==> src/rtl/mem_stall_unit_pkg.sv <==
// ============================================================================
// Module   : mem_stall_unit_pkg
// Brief    : Shared types and helpers for the memory-handshake stall unit.
// Revision : 1.0
// ============================================================================
`default_nettype none

package mem_stall_unit_pkg;

  typedef enum logic [1:0] {
    MP_IDLE = 2'd0,
    MP_WAIT = 2'd1,
    MP_HELD = 2'd2
  } mem_port_state_e;

  // A port holds the pipeline while its access is issued but not yet answered.
  function automatic logic port_pending(input mem_port_state_e state,
                                        input logic            req,
                                        input logic            resp);
    return ((state == MP_IDLE) && req && !resp) ||
           ((state == MP_WAIT) && !resp);
  endfunction

endpackage

`default_nettype wire

==> src/rtl/mem_stall_unit_tracker.sv <==
// ============================================================================
// Module   : mem_port_tracker
// Brief    : One memory port: IDLE/WAIT/HELD tracker, request capture, data latch.
// Revision : 1.0
// ============================================================================
`default_nettype none

module mem_port_tracker
  import mem_stall_unit_pkg::*;
#(
  parameter int ADDR_W = 32,
  parameter int DATA_W = 32
) (
  input  logic                clk,
  input  logic                rst,
  input  logic                req,
  input  logic                wr,
  input  logic [ADDR_W-1:0]   addr,
  input  logic [DATA_W-1:0]   wdata,
  input  logic [DATA_W/8-1:0] mbe,
  input  logic                resp,
  input  logic [DATA_W-1:0]   cache_rdata,
  input  logic                other_pend,
  output logic                rd_strobe,
  output logic                wr_strobe,
  output logic [ADDR_W-1:0]   addr_out,
  output logic [DATA_W-1:0]   wdata_out,
  output logic [DATA_W/8-1:0] mbe_out,
  output logic                pend,
  output logic [DATA_W-1:0]   rdata
);

  mem_port_state_e     state_q, state_d;
  logic [ADDR_W-1:0]   addr_q, addr_d;
  logic [DATA_W-1:0]   wdata_q, wdata_d;
  logic [DATA_W/8-1:0] mbe_q, mbe_d;
  logic                wr_q, wr_d;
  logic [DATA_W-1:0]   rdata_q, rdata_d;

  always_comb begin
    state_d   = state_q;
    addr_d    = addr_q;
    wdata_d   = wdata_q;
    mbe_d     = mbe_q;
    wr_d      = wr_q;
    rdata_d   = rdata_q;
    rd_strobe = 1'b0;
    wr_strobe = 1'b0;
    addr_out  = '0;
    wdata_out = '0;
    mbe_out   = '0;
    pend      = port_pending(state_q, req, resp);
    rdata     = (state_q == MP_HELD) ? rdata_q : cache_rdata;

    case (state_q)
      MP_IDLE: begin
        if (req) begin
          rd_strobe = !wr;
          wr_strobe = wr;
          addr_out  = addr;
          wdata_out = wdata;
          mbe_out   = mbe;
          addr_d    = addr;
          wdata_d   = wdata;
          mbe_d     = mbe;
          wr_d      = wr;
          if (!resp) begin
            state_d = MP_WAIT;
          end else if (other_pend) begin
            state_d = MP_HELD;
            if (!wr) rdata_d = cache_rdata;
          end
        end
      end
      MP_WAIT: begin
        rd_strobe = !wr_q;
        wr_strobe = wr_q;
        addr_out  = addr_q;
        wdata_out = wdata_q;
        mbe_out   = mbe_q;
        if (resp) begin
          if (other_pend) begin
            state_d = MP_HELD;
            if (!wr_q) rdata_d = cache_rdata;
          end else begin
            state_d = MP_IDLE;
          end
        end
      end
      MP_HELD: begin
        // Own access is done, so the stall now depends only on the other port.
        if (!other_pend) state_d = MP_IDLE;
      end
      default: state_d = MP_IDLE;
    endcase

    if (rst) begin
      rd_strobe = 1'b0;
      wr_strobe = 1'b0;
      addr_out  = '0;
      wdata_out = '0;
      mbe_out   = '0;
      pend      = 1'b0;
      rdata     = '0;
    end
  end

  always_ff @(posedge clk) begin
    if (rst) begin
      state_q <= MP_IDLE;
      addr_q  <= '0;
      wdata_q <= '0;
      mbe_q   <= '0;
      wr_q    <= 1'b0;
      rdata_q <= '0;
    end else begin
      state_q <= state_d;
      addr_q  <= addr_d;
      wdata_q <= wdata_d;
      mbe_q   <= mbe_d;
      wr_q    <= wr_d;
      rdata_q <= rdata_d;
    end
  end

endmodule

`default_nettype wire

==> src/rtl/mem_stall_unit.sv <==
// ============================================================================
// Module   : mem_stall_unit
// Brief    : I/D memory handshake front end producing the pipeline stall.
// Revision : 1.0
// ============================================================================
`default_nettype none

module mem_stall_unit
  import mem_stall_unit_pkg::*;
#(
  parameter int ADDR_W = 32,
  parameter int DATA_W = 32,
  parameter int CNT_W  = 32
) (
  input  logic                clk,
  input  logic                rst,
  input  logic                if_req,
  input  logic [ADDR_W-1:0]   if_addr,
  input  logic                mem_rd_req,
  input  logic                mem_wr_req,
  input  logic [ADDR_W-1:0]   mem_addr,
  input  logic [DATA_W-1:0]   mem_wdata,
  input  logic [DATA_W/8-1:0] mem_mbe,
  output logic                imem_read,
  output logic [ADDR_W-1:0]   imem_address,
  input  logic                imem_resp,
  input  logic [DATA_W-1:0]   imem_rdata,
  output logic                dmem_read,
  output logic                dmem_write,
  output logic [ADDR_W-1:0]   dmem_address,
  output logic [DATA_W-1:0]   dmem_wdata,
  output logic [DATA_W/8-1:0] dmem_mbe,
  input  logic                dmem_resp,
  input  logic [DATA_W-1:0]   dmem_rdata,
  output logic [DATA_W-1:0]   if_rdata,
  output logic [DATA_W-1:0]   mem_rdata,
  output logic                stall_pipeline,
  output logic [CNT_W-1:0]    stall_cycles
);

  logic                pend_i, pend_d;
  logic                d_req, d_wr;
  logic                imem_unused_wr;
  logic [DATA_W-1:0]   imem_unused_wdata;
  logic [DATA_W/8-1:0] imem_unused_mbe;
  logic [CNT_W-1:0]    cnt_q, cnt_d;

  // A simultaneous load and store is resolved as a load.
  assign d_req = mem_rd_req | mem_wr_req;
  assign d_wr  = mem_wr_req & ~mem_rd_req;

  mem_port_tracker #(
    .ADDR_W (ADDR_W),
    .DATA_W (DATA_W)
  ) u_ipath (
    .clk         (clk),
    .rst         (rst),
    .req         (if_req),
    .wr          (1'b0),
    .addr        (if_addr),
    .wdata       ('0),
    .mbe         ('0),
    .resp        (imem_resp),
    .cache_rdata (imem_rdata),
    .other_pend  (pend_d),
    .rd_strobe   (imem_read),
    .wr_strobe   (imem_unused_wr),
    .addr_out    (imem_address),
    .wdata_out   (imem_unused_wdata),
    .mbe_out     (imem_unused_mbe),
    .pend        (pend_i),
    .rdata       (if_rdata)
  );

  mem_port_tracker #(
    .ADDR_W (ADDR_W),
    .DATA_W (DATA_W)
  ) u_dpath (
    .clk         (clk),
    .rst         (rst),
    .req         (d_req),
    .wr          (d_wr),
    .addr        (mem_addr),
    .wdata       (mem_wdata),
    .mbe         (mem_mbe),
    .resp        (dmem_resp),
    .cache_rdata (dmem_rdata),
    .other_pend  (pend_i),
    .rd_strobe   (dmem_read),
    .wr_strobe   (dmem_write),
    .addr_out    (dmem_address),
    .wdata_out   (dmem_wdata),
    .mbe_out     (dmem_mbe),
    .pend        (pend_d),
    .rdata       (mem_rdata)
  );

  always_comb begin
    stall_pipeline = pend_i | pend_d;
    cnt_d          = cnt_q;
    if (stall_pipeline && (cnt_q != {CNT_W{1'b1}})) begin
      cnt_d = cnt_q + {{(CNT_W-1){1'b0}}, 1'b1};
    end
    stall_cycles = rst ? '0 : cnt_q;
  end

  always_ff @(posedge clk) begin
    if (rst) begin
      cnt_q <= '0;
    end else begin
      cnt_q <= cnt_d;
    end
  end

  a_rd_wr_exclusive : assert property (@(posedge clk) disable iff (rst)
                                       !(mem_rd_req && mem_wr_req));

endmodule

`default_nettype wire

==> config.mk <==
export PLATFORM = sky130hd
export DESIGN_NAME = mem_stall_unit
export DESIGN_NICKNAME = d
export VERILOG_FILES = /design/src/rtl/mem_stall_unit_pkg.sv /design/src/rtl/mem_stall_unit_tracker.sv /design/src/rtl/mem_stall_unit.sv
export SDC_FILE = /design/constraint.sdc
export NUM_CORES = 1
export LEC_CHECK = 0
export BUFFER_PORTS_ARGS = -buffer_cell sky130_fd_sc_hd__buf_2
export CORE_MARGIN = 2
export CORE_UTILIZATION = 29
export DETAILED_ROUTE_END_ITERATION = 16
export GPL_TIMING_DRIVEN = 0
export SYNTH_ARGS = -nofsm -noshare
export SYNTH_HDL_FRONTEND = slang
export SYNTH_SLANG_ARGS = --single-unit
==> constraint.sdc <==
create_clock -name clk -period 4.55 [get_ports clk]
set_clock_uncertainty 0.05 [all_clocks]
set_input_delay 0.2275 -clock clk [delete_from_list [all_inputs] [get_ports clk]]
set_output_delay 0.2275 -clock clk [all_outputs]
set_load 0.005 [all_outputs]
==> results.toml <==
[worst_setup_path]
slowest_stage = "clkbuf_1"
worstPathRequired_ns = 4.27
crit_chain = "clkbuf_1 > nor2b_1 > clkbuf_1 > clkbuf_1 > clkbuf_1 > nand2_1 > a21oi_1 > buf_2"
crit_path_max_incr_delay_ns = 0.43
end_kind = "primary output"
cp.buffers_inverters = 5
critical_path_arrival_ns = 2.95
crit_type = "reg -> out"
crit_family = "buffers and inverters"
path_max_fanout = 10
cpMostUsedCell = "clkbuf_1"
start_kind = "flip-flop"

[yosys]
async_reset_ff_frac = 0
yosys-top-cells-area = "dfxtp_1 42%, nand2_1 22%, a21oi_1 18%"
synth_area_mm2 = 0.00954
synth_commonest_cells = "569 x nand2_1, 343 x a21oi_1, 201 x dfxtp_1"
ys.flop_type = "dfxtp_1"
synth_seq_cells = 201
synth_cell_types = 47
seq_area_frac_synth = 0.422
synth_top_area_frac = 0.422
synth_edf_count = 0
syn_nets = 1586
synth_top_cell_by_area = "dfxtp_1"
yosys_warnings = 0
yosysMostFrequentCell = "nand2_1"
avgSynthCellArea_um2 = 6.75
netlist_instances = 1414

[global_routing]
grt_pass1_vias = 11111
grt_pass1_wl_um = 56600
grt_max_degree = 13
grt_use_total = 0.206
antenna_found_initial = 1
grt_overflow = 0

[layout]
syn2layout_area_growth_pct = 50.7
fin_nets = 2147
nFillCells = 3327
regArea_mm2 = 0.00402
fin_cells = 2434
drive_gt1_frac = 0.217
multi_input_area_mm2 = 0.00504
fin_area_mm2 = 0.0144

[power_and_ir_drop]
power_mw = 4.52
p_int_mw = 3.32
p_sw_frac = 0.266
pwr-share-clk = 0.423
comb_power_share = 0.161
powerDensity_mw_per_mm2 = 314
leakagePower_nw = 6.12
switchingPower_mw = 1.20
power_frac_seq = 0.416
max-vdd-ir-drop_mv = 0.222

[floorplan]
core_mm2 = 0.0325
die_area_mm2 = 0.0344
initial_utilization = 0.294
dieWidth_um = 185
num_rows = 66
die_h_um = 185
top_level_ports = 371

[drt]
vias = 11687
routed_wl_um = 37600
drc = 0
viasPerCell = 4.80
ant_nets = 0
drt-pass1-iter-count = 5
wl_per_cell_um = 15.4
drtIter0Drc = 566

[timing]
slew_headroom = 0.462
rsz0062_at_grt = "false"
tns_ns = 0
drv_slew = 0
setup_viol = 0
min_period_ns = 3.22
hold_viol_final = 0
fmax_ghz = 0.310
fin_crit_sh = 0.708
worst_slew_pin_slew_ns = 0.807

[cts]
path_clk_slew_ns = 0.06
clkSinkCount = 201
numCtsBuffers = 23
post_cts_resized = 0
clock_latency_ns = 0.51
cts.htree.levels = 1
root_buffer = "clkbuf_16"
clockBufferDepth = 3
cts_tree = "yes"

[placed_design]
place.gp.congestion = 0.830
dp_hpwl_um = 26900
dp.cells = 2226
placed_area_mm2 = 0.0119
io_buffers = 370

[flow_run]
cap_violations = 0

[outcome]
status = "complete, no violations"

[worst_hold_path]
hp-class = "in -> reg"
## worst reg2reg max path, cell delays in order, from the launching register on
cell,delay (ns)
dfxtp_1,0.41
ha_1,0.20
and2_0,0.13
clkbuf_1,0.23
and3_1,0.19
buf_1,0.23
nand3_1,0.21
nor4_1,0.42
mux2_2,0.38
## placed cells by master, fill, tap and decap left out, types with 12 or more instances in the layout
master	Yosys	layout
nand2_1	569	569
buf_2	0	370
a21oi_1	343	343
dfxtp_1	201	201
dlygate4sd3_1	0	166
clkbuf_1	100	105
nor2b_1	30	30
nor2_1	30	30
clkbuf_16	0	23
mux2_2	14	14
nand4_1	12	12
## cell type report
type / count / share of cell area
plain buffers: 113 / 0.0305
flip-flops and latches: 201 / 0.280
clock buffers: 32 / 0.0452
well taps: 442 / 0.0385
inverters: 10 / 0.00261
diodes: 3 / 0.000522
clock inverters: 7 / 0.00783
multi-input cells: 1090 / 0.351
repair buffers: 536 / 0.244
## per-layer routing
metal	vias to the layer above	wire [um]	track usage
met5	-	0	0
met4	0	1480	0.0841
met3	83	2380	0.0362
met2	398	17900	0.362
met1	5413	15800	0.248
li1	5793	-	-
## logic make-up (layout without fill, tap and decap cells)
family / count (synthesis) / in the layout / share of synthesized area
compound gates: 366 / 366 / 0.197
xor+xnor: 3 / 3 / 0.00275
fa+ha+maj: 1 / 1 / 0.00131
buf+inv: 123 / 698 / 0.0499
flops: 201 / 201 / 0.422
mux: 18 / 18 / 0.0210
other cells: 0 / 3 / 0
simple gates: 702 / 702 / 0.306
## metrics by stage
| step | utilization | hold WS, ns | setup WS, ns |
|---|---|---|---|
| detailed placement | 0.368 | 0.397 | 1.46 |
| global placement | 0.368 | 0.391 | 1.47 |
| floorplan | - | 0.274 | 2.34 |
| finish | 0.443 | 0.0663 | 1.33 |
| CTS | 0.443 | 0.0440 | 1.33 |
| global route | 0.443 | 0.0755 | 1.11 |
## power by group through the flow
stage	Combinational (mW)	Clock (mW)	Sequential [mW]
after floorplan	0.321	0	1.91
after global placement	0.606	0	1.91
after detailed placement	0.611	0	1.92
after CTS	0.726	1.95	1.88
after global routing	0.805	2.02	1.89
final	0.729	1.91	1.88
## sequential cells by signal, summed over array words and instances (netlist names)
| name | flops |
|---|---|
| u_dpath.wr_q | 1 |
| u_dpath.rdata_q | 32 |
| u_dpath.addr_q | 32 |
| u_ipath.state_q | 2 |
| u_dpath.state_q | 2 |
| cnt_q | 32 |
| u_ipath.addr_q | 32 |
| u_dpath.wdata_q | 32 |
| u_dpath.mbe_q | 4 |
| u_ipath.rdata_q | 32 |
## path summary, 6_finish.rpt
check / start / to / slack (ns) / cells after the start
worst max-delay path: u_dpath.state_q[0] / dmem_wdata[23] / 1.33 / 8
worst min-delay path: dmem_resp / u_dpath.state_q[1] / 0.07 / 3
worst max register to register: cnt_q[0] / cnt_q[28] / 2.00 / 8
worst min register to register: u_ipath.addr_q[11] / u_ipath.addr_q[11] / 0.40 / 2
## what timing repair did
item,4_1_cts,5_1_grt
endpoints found under the setup margin,0,0
hold endpoints to repair,165,0
buffers inserted,0,0
hold buffers,166,0
Power figures use the tool's default switching activity.
